===== config.mk =====
export PLATFORM = sky130hd
export DESIGN_NAME = mux_scan_ctrl
export DESIGN_NICKNAME = d
export VERILOG_FILES = /design/src/rtl/mux_scan_ctrl.sv
export SDC_FILE = /design/constraint.sdc
export NUM_CORES = 1
export LEC_CHECK = 0
export CAP_MARGIN = 25
export CORE_ASPECT_RATIO = 1.75
export CORE_MARGIN = 4
export CORE_UTILIZATION = 45
export DETAILED_ROUTE_END_ITERATION = 16
export PLACE_DENSITY = 0.82
export SLEW_MARGIN = 40
export SYNTH_ARGS = -nofsm -noshare
export SYNTH_HDL_FRONTEND = slang
export SYNTH_SLANG_ARGS = --single-unit

===== constraint.sdc =====
create_clock -name clock -period 1.45 [get_ports clock]
set_input_delay 0.145 -clock clock [delete_from_list [all_inputs] [get_ports clock]]
set_output_delay 0.145 -clock clock [all_outputs]
set_load 0.01 [all_outputs]

===== src/rtl/mux_scan_ctrl.sv =====
// mux_scan_ctrl: walks the select of a downstream 16:1 mux through 0..15,
// waits SETTLE_CYCLES after each select change, samples f_in into a shadow
// word and presents the completed word with a valid/ready handshake.
// Optional feature: define MUX_SCAN_PARITY_EN to add the parity_out port.
module mux_scan_ctrl #(
    parameter int unsigned SETTLE_CYCLES = 1
) (
    input  logic        clock,
    input  logic        reset,
    input  logic        start,
    input  logic        f_in,
    input  logic        out_ready,
    output logic [3:0]  sel,
    output logic        busy,
    output logic [15:0] data_out,
    output logic        out_valid
`ifdef MUX_SCAN_PARITY_EN
    ,
    output logic        parity_out
`endif
);

    localparam int unsigned SEL_W  = 4;
    localparam int unsigned DATA_W = 16;
    localparam int unsigned CNT_W  = 3;

    localparam logic [CNT_W-1:0] SETTLE_LD = CNT_W'(SETTLE_CYCLES);
    localparam logic [SEL_W-1:0] SEL_LAST  = SEL_W'(DATA_W - 1);

    typedef enum logic [1:0] {
        IDLE = 2'd0,
        SCAN = 2'd1,
        HOLD = 2'd2
    } state_e;

    state_e              state_q, state_d;
    logic [SEL_W-1:0]    sel_q, sel_d;
    logic [CNT_W-1:0]    cnt_q, cnt_d;
    logic [DATA_W-1:0]   shadow_q, shadow_d;
    logic [DATA_W-1:0]   data_q, data_d;
    logic                valid_q, valid_d;
    logic                busy_q, busy_d;
`ifdef MUX_SCAN_PARITY_EN
    logic                parity_q, parity_d;
`endif

    // State and datapath registers with synchronous reset.
    always_ff @(posedge clock) begin
        if (reset) begin
            state_q  <= IDLE;
            sel_q    <= '0;
            cnt_q    <= '0;
            shadow_q <= '0;
            data_q   <= '0;
            valid_q  <= 1'b0;
            busy_q   <= 1'b0;
`ifdef MUX_SCAN_PARITY_EN
            parity_q <= 1'b0;
`endif
        end else begin
            state_q  <= state_d;
            sel_q    <= sel_d;
            cnt_q    <= cnt_d;
            shadow_q <= shadow_d;
            data_q   <= data_d;
            valid_q  <= valid_d;
            busy_q   <= busy_d;
`ifdef MUX_SCAN_PARITY_EN
            parity_q <= parity_d;
`endif
        end
    end

    // Next-state logic: one scan per start, leave HOLD on the handshake.
    always_comb begin
        state_d = state_q;
        case (state_q)
            IDLE: if (start) state_d = SCAN;
            SCAN: if ((cnt_q == '0) && (sel_q == SEL_LAST)) state_d = HOLD;
            HOLD: if (out_ready) state_d = IDLE;
            default: state_d = IDLE;
        endcase
    end

    // Datapath/output logic: settle countdown, bit capture, word hand-off.
    always_comb begin
        logic [DATA_W-1:0] shadow_cap;
        sel_d      = sel_q;
        cnt_d      = cnt_q;
        shadow_d   = shadow_q;
        data_d     = data_q;
        valid_d    = valid_q;
        shadow_cap = shadow_q;
        shadow_cap[sel_q] = f_in;
        case (state_q)
            IDLE: begin
                if (start) begin
                    sel_d    = '0;
                    cnt_d    = SETTLE_LD;
                    shadow_d = '0;
                end
            end
            SCAN: begin
                if (cnt_q == '0) begin
                    shadow_d = shadow_cap;
                    if (sel_q != SEL_LAST) begin
                        sel_d = sel_q + SEL_W'(1);
                        cnt_d = SETTLE_LD;
                    end else begin
                        data_d  = shadow_cap;
                        valid_d = 1'b1;
                    end
                end else begin
                    cnt_d = cnt_q - CNT_W'(1);
                end
            end
            HOLD: begin
                if (out_ready) valid_d = 1'b0;
            end
            default: begin
                valid_d = 1'b0;
            end
        endcase
        busy_d = (state_d != IDLE);
`ifdef MUX_SCAN_PARITY_EN
        parity_d = ^data_d;
`endif
    end

    assign sel       = sel_q;
    assign busy      = busy_q;
    assign data_out  = data_q;
    assign out_valid = valid_q;
`ifdef MUX_SCAN_PARITY_EN
    assign parity_out = parity_q;
`endif

endmodule


==> impl_results.md <==
* Status: complete, but fails checks
* Failing checks: setup timing
* Area leader, netlist: dfxtp_1
* Most frequent cells after synthesis: 42 x dfxtp_1, 26 x nor2_1, 15 x mux2i_1, 15 x o2bb2ai_1, 13 x a211oi_2
* Final net count at 262
* Residual overflow from global routing at 0
* Antenna fix cells at 0
* Crit Path Max Fanout at 6
* GRT Total Usage at 17.41%
* Achievable Freq at 0.6649 GHz
* Top-area cell type share of the netlist area at 43.86%
* Placement Setup Slack at -0.1473 ns
* Leakage at 0.001088 uW
* CP Capture Point: data_out[15]
* Post-synthesis register bit count at 42
* Most used DFF post-synth: dfxtp_1
* CTS clk-pin slew, worst paths at 0.08 ns
* Tmin final at 1.504 ns
* Mapped Avg Cell Area at around 9.9 um^2
* Power per cell area at 790.6 nW/um^2
* Die height at 94.34 um
* Syn Std Cell Area at 1917 um^2
* Initial antenna violation count at 0
* CTS Sinks at 42
* Max Cap Viol at 0
* Most instantiated library cell after synthesis: dfxtp_1
* Required @ worst endpoint at ~1.6 ns
* Max clock buf depth at 2
* Final wirelength at 5035 um
* Final Max Slew Viols at 0
* Total number of vias at 1,707
* Setup crit end kind: flip-flop
* Critical Path Source Type: flip-flop
* Pin count of the biggest net entering global routing at 19
* I/O pin total at 27
* Crit path DAT at 1.68 ns
* CP Class: reg2reg
* PortBufs at 26
* Yosys warnings at 0
* Drt via density at between 5 and 6
* Initial core utilization at 46.62%
* CP delay by family, top: simple AND/OR/NAND/NOR gates
* Syn Nets at a little over 200
* Hpwl dp at 2998 um
* Worst rel slew slack at 79.25%
* Iteration count of the initial detailed-routing pass at 4
* Full die area at approximately 5400 um^2
* Rows at 31
* Buf/Inv on CP at 3
* Cell depth of the worst setup path at 7
* WL/cell at 16.67 um
* Slowest cell on crit path: dfxtp_2
* Final hold violations at 0
* CP startpoint: state_q[0]
* CTS tree: built
* R2R Path End: data_out[15]
* Core Footprint at 4111 um^2
* CTS Buf Count at 5
* Crit path cell chain: or2b_1 -> buf_6 -> nor3_4 -> buf_12 -> buf_8 -> nand2b_4 -> a21oi_2
* Area contributors post-synth: dfxtp_1 44%, a211oi_2 8.5%, mux2i_1 7.8%, o2bb2ai_1 6.9%, nor2_1 5.1%
* Final setup viols at 16
* Worst-skew pair later-pin latency at 0.30 ns
* Yosys cell types at 37
* Slew of the pin with the lowest slew margin at 0.3026 ns
* Reg2reg setup slack at -0.05 ns
* Clock skew at 0.01078 ns
* Gate Count Post-Synth at 194
* Async SR Flop Fraction at 0%
* DR iter-0 viols at 65
* Die width at 57.34 um
* Min-delay worst type: reg2reg
* Slowest cell delay on critical path at about 0.34 ns
* PnR worst setup slack at -0.05401 ns
* P&R area growth vs syn at 51.24%
* Placer Congestion at 0.7957
* Seq/Total Area, Yosys at a little over two fifths
* Final ANT Viol Nets at 0
* First-pass GRT wire length at 7286 um
* Post-route clock period utilization at 103.7%
* Non-Filler Instances at 302
* Number of global-route vias before repair at 1,630
* Critical R2R Launch: state_q[0]
* VDD IR max at 750.4 uV
* Worst Reg-to-Reg Cells at 7
* DRC Markers at 0
* Cts hold-fix bufs at 0
* RSZ-0062 raised after global routing: true
* Fraction of layout cells with a size suffix above 1 at 41.50%
* H-tree Lvls at 2
* Placed Cells incl. Taps at 283
* Post-synth EDFFs at 0
* Root buffer cell: clkbuf_8
==> worst register-to-register path, cell delays in order (launching register included) <==
cell and delay, ns:
dfxtp_2 0.34, or2b_1 0.26, buf_6 0.13, nor3_4 0.20, buf_12 0.16, buf_8 0.13
nand2b_4 0.12, a21oi_2 0.05
==> cell usage in the layout, fill, tap and decap left out, types with 2 or more instances in the layout <==
master,n
a21oi_2,2
buf_6,6
dfxtp_2,5
nand2_1,11
buf_4,27
nand3b_1,8
mux2i_2,6
nand3_1,6
nor2_2,3
mux2i_1,9
clkdlybuf4s50_1,22
clkbuf_8,6
a211oi_2,15
a31oi_1,2
o2bb2ai_1,11
dlygate4sd2_1,3
buf_12,4
a21oi_1,3
nand4b_1,2
nor3_4,2
inv_1,4
nor2_1,17
dfxtp_1,35
clkbuf_16,3
o2bb2ai_2,4
o21ai_0,2
nor2_4,6
ha_4,3
dfxtp_4,2
==> stage by stage <==
stage               hold slack [ns]  total power [uW]  util (%)  instance area (um^2)  TNS (ns)
finish                       0.4652              2292     70.51                  2899   -0.5144
global route                 0.4820              2376     70.51                  2899    -2.296
CTS                          0.4694              2250     63.97                  2630    -1.243
detailed placement           0.4478              1384     58.67                  2412    -3.280
global placement             0.4441              1377     58.52                  2406    -4.506
floorplan                    0.3493              1295         -                  1939         0
==> final cells by class <==
type                    instances  area (um^2)
flip-flops and latches         42        854.6
well taps                      49        61.31
clock buffers                   7        107.6
fillers                       313         1212
multi-input cells             134         1195
repair buffers                 65        661.9
inverters                       5        18.77
==> sequential cells by signal, indices dropped and copies added (netlist names) <==
register	count
cnt_q	3
state_q	2
out_valid	1
shadow_q	15
busy	1
sel	4
data_out	16
==> power breakdown <==
group	internal [uW]	switching, uW
Combinational	116	128
Clock	481	394
Sequential	1160	10.4
Total	1760	533
==> kinds of logic (layout without fill, tap and decap cells) <==
family                   after synthesis  after routing  synth area share, %
adder cells (fa/ha/maj)                4              4                2.611
buffers and inverters                 18             77                4.569
flip-flops                            42             42                43.86
AO/OA/AOI/OAI                         49             49                22.78
AND/OR/NAND/NOR                       66             66                18.34
multiplexers                          15             15                7.833
==> how the worst min path moves through the flow <==
stage            startpoint            to  slack, ns  cells after the start
6_report       shadow_q[10]  shadow_q[10]       0.47                      1
5_1_grt        shadow_q[10]  shadow_q[10]       0.48                      1
4_1_cts        shadow_q[10]  shadow_q[10]       0.47                      1
3_5_place_dp    shadow_q[1]   shadow_q[1]       0.45                      1
3_3_place_gp    shadow_q[2]   shadow_q[2]       0.44                      1
2_1_floorplan         reset      cnt_q[2]       0.35                      2
==> layer usage <==
layer	track usage (%)	wire length, um	vias up
met5	0	0	-
met4	8.897	133	0
met3	3.010	139	11
met2	31.39	2710	35
met1	19.10	2052	838
li1	-	-	823
==> timing repair <==
action | CTS | global route
gates resized for setup | 11 | 50
pin swaps | 3 | 23
setup endpoints to repair | 39 | 39
setup buffers | 5 | 5
gates cloned | 1 | 2
(Power assumes the default switching activity.)
